[src/rtl/dht_frame_encoder.sv]
// rtl/dht_frame_encoder.sv - checks a DHT11 frame and streams "T=ttt,H=hhh" + EOL (or "ERR" + EOL) as ASCII bytes
// Define SENSOR_FRAME_CRC_EN to append ",C=XX" (CRC-8 of the record body) before EOL.
module dht_frame_encoder #(
  parameter int ERR_CNT_W = 8,
  parameter int EOL_CR    = 1
) (
  input  logic                 clk,
  input  logic                 rst,
  input  logic                 frame_valid,
  input  logic [39:0]          frame_data,
  output logic                 frame_ready,
  output logic [7:0]           tx_data,
  output logic                 tx_valid,
  input  logic                 tx_ready,
  output logic                 busy,
  output logic                 overrun,
  output logic [ERR_CNT_W-1:0] chk_err_cnt
);
  typedef enum logic [1:0] {IDLE, CHECK, CONV, SEND} state_t;

  localparam int EOL_LEN = (EOL_CR != 0) ? 2 : 1;
`ifdef SENSOR_FRAME_CRC_EN
  localparam int BODY_LEN = 16;
`else
  localparam int BODY_LEN = 11;
`endif
  localparam logic [4:0] BODY_START = 5'(BODY_LEN);
  localparam logic [4:0] REC_LAST   = 5'(BODY_LEN + EOL_LEN - 1);
  localparam logic [4:0] ERR_LAST   = 5'(3 + EOL_LEN - 1);

  state_t      state, state_nxt;
  logic [39:0] frame;
  logic        is_err;
  logic [2:0]  conv_cnt;
  logic [7:0]  t_bin, h_bin;
  logic [11:0] t_bcd, h_bcd, t_adj, h_adj;
  logic [4:0]  idx;
  logic [7:0]  sum, rec_byte;
  logic        xfer, last_byte;

  function automatic logic [11:0] dabble(input logic [11:0] b);
    logic [11:0] r;
    r = b;
    for (int i = 0; i < 3; i++)
      if (r[4*i +: 4] >= 4'd5) r[4*i +: 4] = r[4*i +: 4] + 4'd3;
    return r;
  endfunction

  function automatic logic [7:0] digit(input logic [3:0] d);
    return 8'h30 + {4'h0, d};
  endfunction

  assign sum       = frame[39:32] + frame[31:24] + frame[23:16] + frame[15:8];
  assign t_adj     = dabble(t_bcd);
  assign h_adj     = dabble(h_bcd);
  assign xfer      = tx_valid & tx_ready;
  assign last_byte = (idx == (is_err ? ERR_LAST : REC_LAST));

  always_ff @(posedge clk or negedge rst) begin
    if (!rst) state <= IDLE;
    else      state <= state_nxt;
  end

  always_comb begin
    state_nxt = state;
    case (state)
      IDLE:    if (frame_valid) state_nxt = CHECK;
      CHECK:   state_nxt = (sum == frame[7:0]) ? CONV : SEND;
      CONV:    if (conv_cnt == 3'd7) state_nxt = SEND;
      SEND:    if (xfer && last_byte) state_nxt = IDLE;
      default: state_nxt = IDLE;
    endcase
  end

  always_ff @(posedge clk or negedge rst) begin
    if (!rst) begin
      frame       <= '0;
      is_err      <= 1'b0;
      conv_cnt    <= '0;
      t_bin       <= '0;
      h_bin       <= '0;
      t_bcd       <= '0;
      h_bcd       <= '0;
      idx         <= '0;
      overrun     <= 1'b0;
      chk_err_cnt <= '0;
    end else begin
      overrun <= frame_valid & (state != IDLE);
      case (state)
        IDLE: if (frame_valid) begin
          frame    <= frame_data;
          t_bin    <= frame_data[23:16];
          h_bin    <= frame_data[39:32];
          t_bcd    <= '0;
          h_bcd    <= '0;
          conv_cnt <= '0;
          idx      <= '0;
        end
        CHECK: begin
          is_err <= (sum != frame[7:0]);
          if (sum != frame[7:0] && chk_err_cnt != '1)
            chk_err_cnt <= chk_err_cnt + ERR_CNT_W'(1);
        end
        CONV: begin
          // one shift-and-add-3 step per cycle; 8 steps consume the 8-bit value
          t_bcd    <= {t_adj[10:0], t_bin[7]};
          h_bcd    <= {h_adj[10:0], h_bin[7]};
          t_bin    <= {t_bin[6:0], 1'b0};
          h_bin    <= {h_bin[6:0], 1'b0};
          conv_cnt <= conv_cnt + 3'd1;
        end
        SEND: if (xfer) idx <= idx + 5'd1;
        default: ;
      endcase
    end
  end

`ifdef SENSOR_FRAME_CRC_EN
  logic [7:0] crc;

  function automatic logic [7:0] crc8(input logic [7:0] c, input logic [7:0] d);
    logic [7:0] r;
    r = c ^ d;
    for (int i = 0; i < 8; i++) r = r[7] ? ({r[6:0], 1'b0} ^ 8'h07) : {r[6:0], 1'b0};
    return r;
  endfunction

  function automatic logic [7:0] hex(input logic [3:0] n);
    return (n < 4'd10) ? 8'h30 + {4'h0, n} : 8'h37 + {4'h0, n};
  endfunction

  // CRC covers the transferred bytes 'T'..H0; it is complete before the hex digits go out
  always_ff @(posedge clk or negedge rst) begin
    if (!rst)                                   crc <= '0;
    else if (state == IDLE)                     crc <= '0;
    else if (xfer && !is_err && idx < 5'd11)    crc <= crc8(crc, tx_data);
  end
`endif

  always_comb begin
    frame_ready = (state == IDLE);
    busy        = (state != IDLE);
    tx_valid    = (state == SEND);
    rec_byte    = 8'h0A;
    if (is_err) begin
      case (idx)
        5'd0:       rec_byte = "E";
        5'd1, 5'd2: rec_byte = "R";
        default:    rec_byte = (EOL_CR != 0 && idx == 5'd3) ? 8'h0D : 8'h0A;
      endcase
    end else begin
      case (idx)
        5'd0:    rec_byte = "T";
        5'd1:    rec_byte = "=";
        5'd2:    rec_byte = digit(t_bcd[11:8]);
        5'd3:    rec_byte = digit(t_bcd[7:4]);
        5'd4:    rec_byte = digit(t_bcd[3:0]);
        5'd5:    rec_byte = ",";
        5'd6:    rec_byte = "H";
        5'd7:    rec_byte = "=";
        5'd8:    rec_byte = digit(h_bcd[11:8]);
        5'd9:    rec_byte = digit(h_bcd[7:4]);
        5'd10:   rec_byte = digit(h_bcd[3:0]);
`ifdef SENSOR_FRAME_CRC_EN
        5'd11:   rec_byte = ",";
        5'd12:   rec_byte = "C";
        5'd13:   rec_byte = "=";
        5'd14:   rec_byte = hex(crc[7:4]);
        5'd15:   rec_byte = hex(crc[3:0]);
`endif
        default: rec_byte = (EOL_CR != 0 && idx == BODY_START) ? 8'h0D : 8'h0A;
      endcase
    end
    tx_data = tx_valid ? rec_byte : 8'h00;
  end
endmodule

[config.mk]
export PLATFORM = sky130hd
export DESIGN_NAME = dht_frame_encoder
export DESIGN_NICKNAME = d
export VERILOG_FILES = /design/src/rtl/dht_frame_encoder.sv
export SDC_FILE = /design/constraint.sdc
export NUM_CORES = 1
export LEC_CHECK = 0
export BUFFER_PORTS_ARGS = -buffer_cell sky130_fd_sc_hd__buf_4
export CAP_MARGIN = 20
export CORE_UTILIZATION = 53
export DETAILED_ROUTE_END_ITERATION = 8
export GPL_TIMING_DRIVEN = 0
export MAX_ROUTING_LAYER = met4
export PLACE_DENSITY = 0.76
export SYNTH_ARGS = -nofsm -noshare
export SYNTH_HDL_FRONTEND = slang
export SYNTH_SLANG_ARGS = --single-unit
[constraint.sdc]
create_clock -name clk -period 3.6 [get_ports clk]
set_input_delay 0.18 -clock clk [delete_from_list [all_inputs] [get_ports clk]]
set_output_delay 0.18 -clock clk [all_outputs]
set_load 0.05 [all_outputs]
== After elaboration in Yosys (flattened, before gate mapping) ==
Cells that the tools add are included.
Operators by class
  add/subtract/negate cells: 18
  multipliers: 0
  div/mod/pow operators: 0
  magnitude comparators: 6
  eq/ne operators: 23
  shift-type cells: 0
  mux-type cells: 30
  bitwise logic cells: 2
  reductions and logical operators: 14
Operators by type and width (number)
  case mux 7 bit (10 select lines): 1
  case mux 12 bit (2 select lines): 2
  adder 6 x 4 -> 7 bit, first input constant: 6
  2-to-1 mux 8 bit: 4
  case mux 8 bit (2 select lines): 2
  adder 8 bit: 3
  >= comparator 4 x 3 -> 1 bit, second input constant: 6
  equality test 5 x 3 -> 1 bit, second input constant: 4
  equality test 5 x 4 -> 1 bit, second input constant: 4
  2-to-1 mux 4 bit: 5
  adder 4 x 2 -> 4 bit, second input constant: 4
  2-to-1 mux 3 bit: 5
  case mux 7 bit (2 select lines): 1
  2-to-1 mux 12 bit: 1
  equality test 5 x 2 -> 1 bit, second input constant: 2
  2-to-1 mux 5 bit: 2
  case mux 5 bit (2 select lines): 1
  adder 8 x 1 -> 8 bit, second input constant: 1
  equality test 8 bit: 1
  inequality test 8 bit: 1
  inequality test 8 bit, second input constant: 1
  case mux 2 bit (4 select lines): 1
  adder 3 x 2 -> 3 bit, second input constant: 2
  2-to-1 mux 2 bit: 3
  other kinds (19): 30
Word-level totals
  register bits after elaboration: 100
  latch bits: 0
  bits in writable memories: 0
  memory bits (read-only): 0
  input port bits: 44
  word-level logic and storage cells: 104
  memories: 0

== Longest topological paths before layout ==
Gate-level depths: netlist (run 1).
  depth in word-level cells: 6
  mapped depth: 12
  mapped depth without buffers: 12

== Worst setup path before layout (run 1) ==
Ideal clock, no wire load.
  path type: register to register
  start: register frame[9]
  end: register chk_err_cnt[1]
  setup time: 0.125 ns
  data arrival time: 3.461 ns
  required time: 3.475 ns
  setup slack: 0.014 ns
  stages on the path, launching flop included: 13
  cell sequence: dfrtp_1 fa_1 inv_1 fa_1 inv_1 ha_1 fa_1 xor2_1 nor3_1 nand4b_1 nor4b_4 a21oi_2 mux2_4
Between the ends
  word-level cells in the longest chain between the ends: 4
RTL lines
  start: declaration: line 32  | logic [39:0] frame;
  start signal: assignment: line 91  | frame <= frame_data;
  adder 8 bit: line 53  | assign sum = frame[39:32] + frame[31:24] + frame[23:16] + frame[15:8];
  inequality test 8 bit: line 101  | if (sum != frame[7:0] && chk_err_cnt != '1)
  logical AND 1 bit: line 101
  AND reduction 2 bit (no source line)
  end signal: assignment: line 102  | chk_err_cnt <= chk_err_cnt + ERR_CNT_W'(1);
  end: declaration: line 17  | output logic [ERR_CNT_W-1:0] chk_err_cnt
No other way between the ends.
A chain may end at the register's enable or synchronous reset.

== Final worst setup path (run 1) ==
  start: register frame[25]
  end: register chk_err_cnt[1]
Between the ends
  word-level cells in the longest chain between the ends: 6
RTL lines (line)
  adder 8 bit (3 in a row): 53
  inequality test 8 bit: 101
  logical AND 1 bit: 101
  AND reduction 2 bit (no source line)
No other way between the ends.

==> results of run 1 <==
## Yosys cell counts (all sizes together), types with 6 or more instances
master and count:
mux2i 14, fa 14, nand2 57, dfrtp 100, nand3 16, nand2b 11
xnor2 12, ha 30, a22o 6, nor2 25, inv 35, clkbuf 21
o21ai 57, mux2 43, a21oi 42, xor2 18, nor3 12
## registers in the layout (all words and copies together) (netlist names)
| name | flops |
|---|---|
| t_bcd | 12 |
| h_bcd | 12 |
| overrun | 1 |
| t_bin | 8 |
| is_err | 1 |
| idx | 5 |
| h_bin | 8 |
| state | 2 |
| chk_err_cnt | 8 |
| frame | 40 |
| conv_cnt | 3 |
## stage by stage
stage,worst slack (ps),instances,TNS (ps)
global route,-167,792,-1220
detailed placement,-467,770,-3100
global placement,-446,769,-2930
floorplan,14.3,571,0
CTS,-100,792,-707
finish,-40.4,792,-118
## worst max path at each step
stage               slack (ps)      start             end  cells past startpoint
detailed placement        -470   frame[9]  chk_err_cnt[1]                     12
global placement          -450   frame[9]  chk_err_cnt[1]                     12
floorplan                   10   frame[9]  chk_err_cnt[1]                     12
finish                     -40  frame[25]  chk_err_cnt[1]                     13
CTS                       -100  frame[25]  chk_err_cnt[1]                     13
global route              -170  frame[25]  chk_err_cnt[1]                     13
## per-layer routing
layer	wire [um]	vias to the layer above	part of all wire, %	track usage, %
met5	0	-	0	-
met4	363	0	2.7	9.39
met3	697	30	5.2	5.17
met2	6780	139	50	44.1
met1	5680	2251	42	32.0
li1	-	2132	-	-
## layout make-up
class / count / area (um^2)
multi-input cells: 410 / 3120
clock inverters: 6 / 71.3
repair buffers: 69 / 564
fillers: 856 / 3670
flip-flops and latches: 100 / 2500
plain buffers: 26 / 101
inverters: 35 / 131
clock buffers: 10 / 128
well taps: 136 / 170
## cells by family (layout without fill, tap and decap cells)
group | Yosys count | count (layout) | synth area share (%)
AO/OA/AOI/OAI | 135 | 135 | 13.7
XOR/XNOR | 32 | 32 | 5.33
adder cells (fa/ha/maj) | 44 | 44 | 11.3
buffers and inverters | 61 | 146 | 4.01
flip-flops | 100 | 100 | 43.1
multiplexers | 57 | 57 | 10.8
other | 1 | 1 | 0.0647
AND/OR/NAND/NOR | 141 | 141 | 11.6
## worst max-delay path, cell delays in order, from the launching register on
cell	delay [ps]
dfrtp_1	420
fa_1	550
inv_2	40
fa_1	490
inv_2	50
ha_4	160
fa_1	440
xor2_1	160
nor3_2	180
nand4b_1	180
nor4b_4	300
buf_6	170
a21oi_4	70
mux2_4	320
## repair_timing
action / 4_1_cts / 5_1_grt
hold buffers: 1 / 0
hold endpoints to repair: 38 / 0
setup buffers: 5 / 0
endpoints found under the setup margin: 10 / 10
resized for setup: 8 / 9
pin swaps: 12 / 8
==> results.toml, run 1 <==
[drt]
routed_wl_mm = 13.5
drc = 0
via_per_inst = 5.75
wl_per_cell_um = 17.1
antenna_left = 0
drt-initial-drc-count = 277
drt-pass1-iter-count = 5
vias = 4552

[critical_path]
cp_data_required_time_ps = 3880
r2r_end = "chk_err_cnt[1]"
crit_path_max_fanout = 3
path_class = "reg2reg"
worstSetupStartpointType = "flip-flop"
rrSetupSlack_ps = -40
rr_worst_depth = 13
end_kind = "flip-flop"
cp.arrival_ps = 3920
worstReg2RegStart = "frame[25]"

[place]
place_area_um2 = 6460
gp_congestion = 0.903
hpwl_mm = 9.77
portBuffers = 62

[timing]
finalCriticalPeriod_ps = 3640
fmax_mhz = 275
layout_setup_ws_ps = -40.4
finClkSkew_ps = 11.9
max-slew-margin-rel_pct = 47.7
finalHoldViolations = 0
rsz0062_at_grt = "yes"
period_share_pct = 101
maxSlewViolCount = 0
finalSetupViolCount = 5
tightest_slew_ps = 785
whs_ps = 15.0

[synth]
ys_ff_latch = 100
syn_inst = 571
synth_edf_count = 0
ys_warn_count = 0
netlist.area_leader.share_pct = 43.1
syn_area_um2 = 5800
ys.flop_type = "dfrtp_1"
yosys.area.top_type = "dfrtp_1"
avgSynthCellArea_um2 = 10.2
synthArstFlopShare_pct = 100
seq_area_frac_synth_pct = 43.1
syn-num-nets = 659
synthDistinctLibCells = 53
netlist_top_cells_area = "dfrtp_1 (43%), mux2_2 (8.2%), ha_1 (6.5%)"

[clock_network]
cts-root-to-sink-buffers = 2
htree_levels = 3
cts_tree = "done"
cts_buffers = 9
cts_root_buffer = "clkbuf_8"
clk_pin_slew_ps = 100
insertion_delay_ps = 390
cts.sinks = 100

[finish]
diodes = 0
drive_gt1_share_pct = 21.8
fin_area_um2 = 6790
final_core_util_pct = 64.9
layout_common_cells = "dfrtp_1 (100), buf_4 (64), nand2_1 (57), o21ai_0 (57), mux2_2 (42)"
synthToLayoutAreaGrowth_pct = 17.1
fin_nets = 739
final_common_cell = "dfrtp_1"

[floorplanning]
io_pins = 64
die_w_um = 107
rows = 37
core-area_um2 = 10500
start_util_pct = 55.4
dieArea_um2 = 11400
die_h_um = 107

[global_route]
grt_max_degree = 63
antenna_found_initial = 0
track_usage_pct = 26.4
grt_overflow = 0
grt_pass1_wl_mm = 22.4
first_global_vias = 4658

[status]
status = "finished with violations"
violations = "setup timing"

[min_path]
hold_depth = 2
worstHoldStart = "frame_data[27]"
hp-class = "in2reg"
hold-path-endpoint = "frame[27]"

[job]
maxCapViolCount = 0
Power of run 1 is not shown: default switching activity piles up to over one toggle a cycle in this logic, so the estimate is an artifact.
==> run 2: changes to the inputs <==
Settings changed: CORE_ASPECT_RATIO set to 1.25.
==> results.toml, run 2 (synthesis results as in run 1) <==
[clock_network]
insertion_delay_ps = 350
cts_tree = "done"
cts.sinks = 100
clk_pin_slew_ps = 70
cts_root_buffer = "clkbuf_16"
cts_buffers = 9
htree_levels = 3
cts-root-to-sink-buffers = 2

[floorplanning]
io_pins = 64
core-area_um2 = 10600
die_h_um = 119
start_util_pct = 54.6
die_w_um = 95.6
rows = 42
dieArea_um2 = 11400

[timing]
maxSlewViolCount = 0
tightest_slew_ps = 797
period_share_pct = 100
finalHoldViolations = 0
finalCriticalPeriod_ps = 3610
fmax_mhz = 277
layout_setup_ws_ps = -5.34
rsz0062_at_grt = "yes"
whs_ps = 56.8
max-slew-margin-rel_pct = 46.8
finalSetupViolCount = 2
finClkSkew_ps = 7.79

[min_path]
worstHoldStart = "frame_data[4]"
hp-class = "in2reg"

[drt]
drt-pass1-iter-count = 5
drc = 0
vias = 4603
via_per_inst = 5.84
antenna_left = 0
wl_per_cell_um = 17.4
drt-initial-drc-count = 320
routed_wl_mm = 13.7

[place]
dpl_worst_slack_ps = -386
gp_congestion = 0.870
hpwl_mm = 9.94
portBuffers = 62

[global_route]
grt_pass1_wl_mm = 23.0
antenna_found_initial = 0
track_usage_pct = 27.0
grt_max_degree = 64
first_global_vias = 4828
grt_overflow = 0

[finish]
largest_reg_flops = 40
reg.largest.list = "frame (40), h_bcd (12), t_bcd (12)"
drive_gt1_share_pct = 21.2
synthToLayoutAreaGrowth_pct = 18.2
top_register = "frame"
diodes = 0
final_common_cell = "dfrtp_1"
fin_nets = 739
layout_common_cells = "dfrtp_1 (100), buf_4 (65), nand2_1 (57), o21ai_0 (57), mux2_2 (42)"

[critical_path]
worstReg2RegStart = "frame[9]"
crit_path_end = "chk_err_cnt[1]"
cp_data_required_time_ps = 3840
rrSetupSlack_ps = -5
crit_path_max_fanout = 5
end_kind = "flip-flop"
rr_worst_depth = 13
path_class = "reg2reg"
crit_start = "frame[9]"
cp.arrival_ps = 3840
r2r_end = "chk_err_cnt[1]"
worstSetupStartpointType = "flip-flop"

[job]
maxCapViolCount = 0

[status]
violations = "setup timing"
status = "finished with violations"
## run 2: per-layer routing
layer	up-vias	routed length (um)	GRT usage, %	share of wire (%)
met3	35	501	4.41	3.6
li1	2136	-	-	-
met4	0	402	11.4	2.9
met2	135	7220	44.9	53
met5	-	0	-	0
met1	2297	5610	32.1	41
## run 2: how the worst min path moves through the flow
stage                     slack [ps]             end  depth (start not counted)
after floorplan                 -120  chk_err_cnt[0]                          0
after global placement           410       frame[28]                          2
after detailed placement         190        h_bcd[6]                          1
after CTS                         60       frame[24]                          2
after global routing              60       frame[24]                          2
final                             60        frame[4]                          2
## run 2: timing repair
action,4_1_cts,5_1_grt
buffers inserted,4,1
gates cloned,0,0
hold endpoints to repair,37,0
setup endpoints to repair,10,10
pin swaps,10,8
hold buffers,1,0
resized for setup,4,10
## run 2: stage by stage
| step | util [%] | setup TNS, ps | cell area [um^2] | instances |
|---|---|---|---|---|
| finish | 64.6 | -5.40 | 6860 | 788 |
| global route | 64.6 | -427 | 6860 | 788 |
| floorplan | - | 0 | 5800 | 571 |
| global placement | 60.6 | -2130 | 6430 | 765 |
| detailed placement | 60.8 | -2430 | 6460 | 766 |
| CTS | 64.1 | -701 | 6800 | 787 |
## run 2: layout make-up
class                      count  area (um^2)
buffer                        26          101
clock buffer                  12          236
clock inverter                 4         50.0
fill                         857         3760
inverter                      35          131
multi-input combinational    410         3120
sequential                   100         2500
tap                          132          165
timing repair buffer          69          552
## run 2: worst max-delay path: stages, from the launching register on
cell and delay (ps):
dfrtp_1 400, fa_1 540, inv_1 50, fa_1 490
inv_2 50, ha_4 160, fa_1 450, xor2_1 150
nor3_1 180, nand4b_1 200, nor4b_4 260, buf_6 170
a21oi_4 70, mux2_4 320
Power of run 2 is left out for the same reason.
==> run 3: changes to the inputs <==
Settings changed: CORE_UTILIZATION 53 to 58, PLACE_DENSITY 0.76 to 0.79.
Clock period 3.6 ns to 3.95 ns, I/O delays scaled along.
==> results.toml, run 3 (synthesis results as in run 1) <==
[status]
status = "completed"

[floorplanning]
start_util_pct = 60.0
rows = 40
die_h_um = 114
io_pins = 64
core-area_um2 = 9660
dieArea_um2 = 10400
die_w_um = 91.4

[global_route]
grt_pass1_wl_mm = 22.7
grt_overflow = 0
first_global_vias = 4729
antenna_found_initial = 0
grt_max_degree = 67
track_usage_pct = 28.9

[finish]
top_register = "frame"
nFillCells = 736
fin_nets = 735
finalNonFillerCells = 778
layout_common_cells = "dfrtp_1 (100), buf_4 (64), nand2_1 (57), o21ai_0 (57), mux2_2 (42)"
diodes = 0
final_core_util_pct = 69.8
largest_reg_flops = 40
synthToLayoutAreaGrowth_pct = 16.3
multi_input_area_um2 = 3060
final_common_cell = "dfrtp_1"
drive_gt1_share_pct = 19.8
reg.largest.list = "frame (40), h_bcd (12), t_bcd (12)"
ff_latch_area_um2 = 2500

[timing]
period_share_pct = 94.4
finalHoldViolations = 0
finClkSkew_ps = 6.73
whs_ps = 84.1
maxSlewViolCount = 0
fmax_mhz = 268
finalCriticalPeriod_ps = 3730
finalSetupViolCount = 0
rsz0062_at_grt = "no"
max-slew-margin-rel_pct = 41.4
tightest_slew_ps = 873

[critical_path]
cp_slowest_stage_delay_ps = 540
cp.arrival_ps = 3950
crit_path_max_fanout = 8
slowest_stage = "fa_1"
cp_data_required_time_ps = 4170
worstSetupStartpointType = "flip-flop"
crit_top_cell = "fa_1"
end_kind = "flip-flop"
path_class = "reg2reg"
crit_chain = "fa_1 > inv_1 > fa_1 > inv_1 > ha_1 > fa_1 > xor2_1 > nor3_1 > nand4b_1 > nor4b_4 > buf_4 > a211oi_1 > xor2_1"

[drt]
vias = 4557
antenna_left = 0
drc = 0
drt-pass1-iter-count = 7
via_per_inst = 5.86
drt-initial-drc-count = 386
routed_wl_mm = 13.6
wl_per_cell_um = 17.5

[place]
dp.cells = 760
gp_congestion = 0.893
hpwl_mm = 9.83
portBuffers = 62

[min_path]
hp-class = "in2reg"

[clock_network]
cts_root_buffer = "clkbuf_16"
cts_buffers = 9
cts-root-to-sink-buffers = 2
cts_resized = 0
htree_levels = 3
cts_tree = "done"
clk_pin_slew_ps = 70
cts.sinks = 100
insertion_delay_ps = 340

[job]
maxCapViolCount = 0
-- run 3: changes by cell type in the layout (fill, tap and decap cells not counted), moves of 2 or more --
cell / change
a21oi_1: +4
a21oi_2: -3
buf_6: -3
clkbuf_1: -3
clkinv_2: +2
-- run 3: area by class of cell --
| cell class | count | share of cell area (%) |
|---|---|---|
| multi-input cells | 410 | 45.4 |
| well taps | 126 | 2.34 |
| plain buffers | 26 | 1.50 |
| flip-flops and latches | 100 | 37.1 |
| repair buffers | 65 | 7.57 |
| clock inverters | 6 | 0.575 |
| inverters | 35 | 1.95 |
| clock buffers | 10 | 3.54 |
-- run 3: critical path: cells and delay by family (launching register included) --
family                     cells  cell delay, ps
AOI/OAI and AO/OA              1              90
xor gates and xnor gates       2             370
adders and majority gates      4            1740
buffers and inverters          3             320
DFF                            1             400
and+or+nand+nor                3             700
-- run 3: layer usage --
metal	global-route usage [%]	up-vias	routed length (um)
met5	-	-	0
met3	4.13	48	466
li1	-	2125	-
met1	34.6	2245	5650
met4	16.1	0	627
met2	47.3	139	6880
-- run 3: stage by stage --
step                cell area (um^2)  TNS, ps  worst slack (ps)
global route                    6750        0              19.5
floorplan                       5800        0               364
global placement                6420    -6.32             -6.32
detailed placement              6450    -51.0             -51.0
finish                          6750        0               221
CTS                             6750        0               135
-- run 3: final timing paths --
path | start | to | slack (ps) | cells past startpoint
setup / recovery | frame[9] | chk_err_cnt[3] | 220 | 13
hold / removal | frame_data[7] | frame[7] | 80 | 2
setup reg to reg | frame[9] | chk_err_cnt[3] | 220 | 13
hold reg to reg | chk_err_cnt[5] | chk_err_cnt[5] | 490 | 1
max in group asynchronous | rst | t_bcd[1] | 2900 | 3
min in group asynchronous | rst | h_bcd[5] | 350 | 2
-- run 3: timing repair --
action | in CTS | in global routing
setup buffers | 1 | 0
cloned | 0 | 0
setup endpoints to repair | 1 | 6
hold buffers | 1 | 0
pin swaps | 1 | 1
hold endpoints to repair | 34 | 0
Power of run 3 is left out for the same reason.
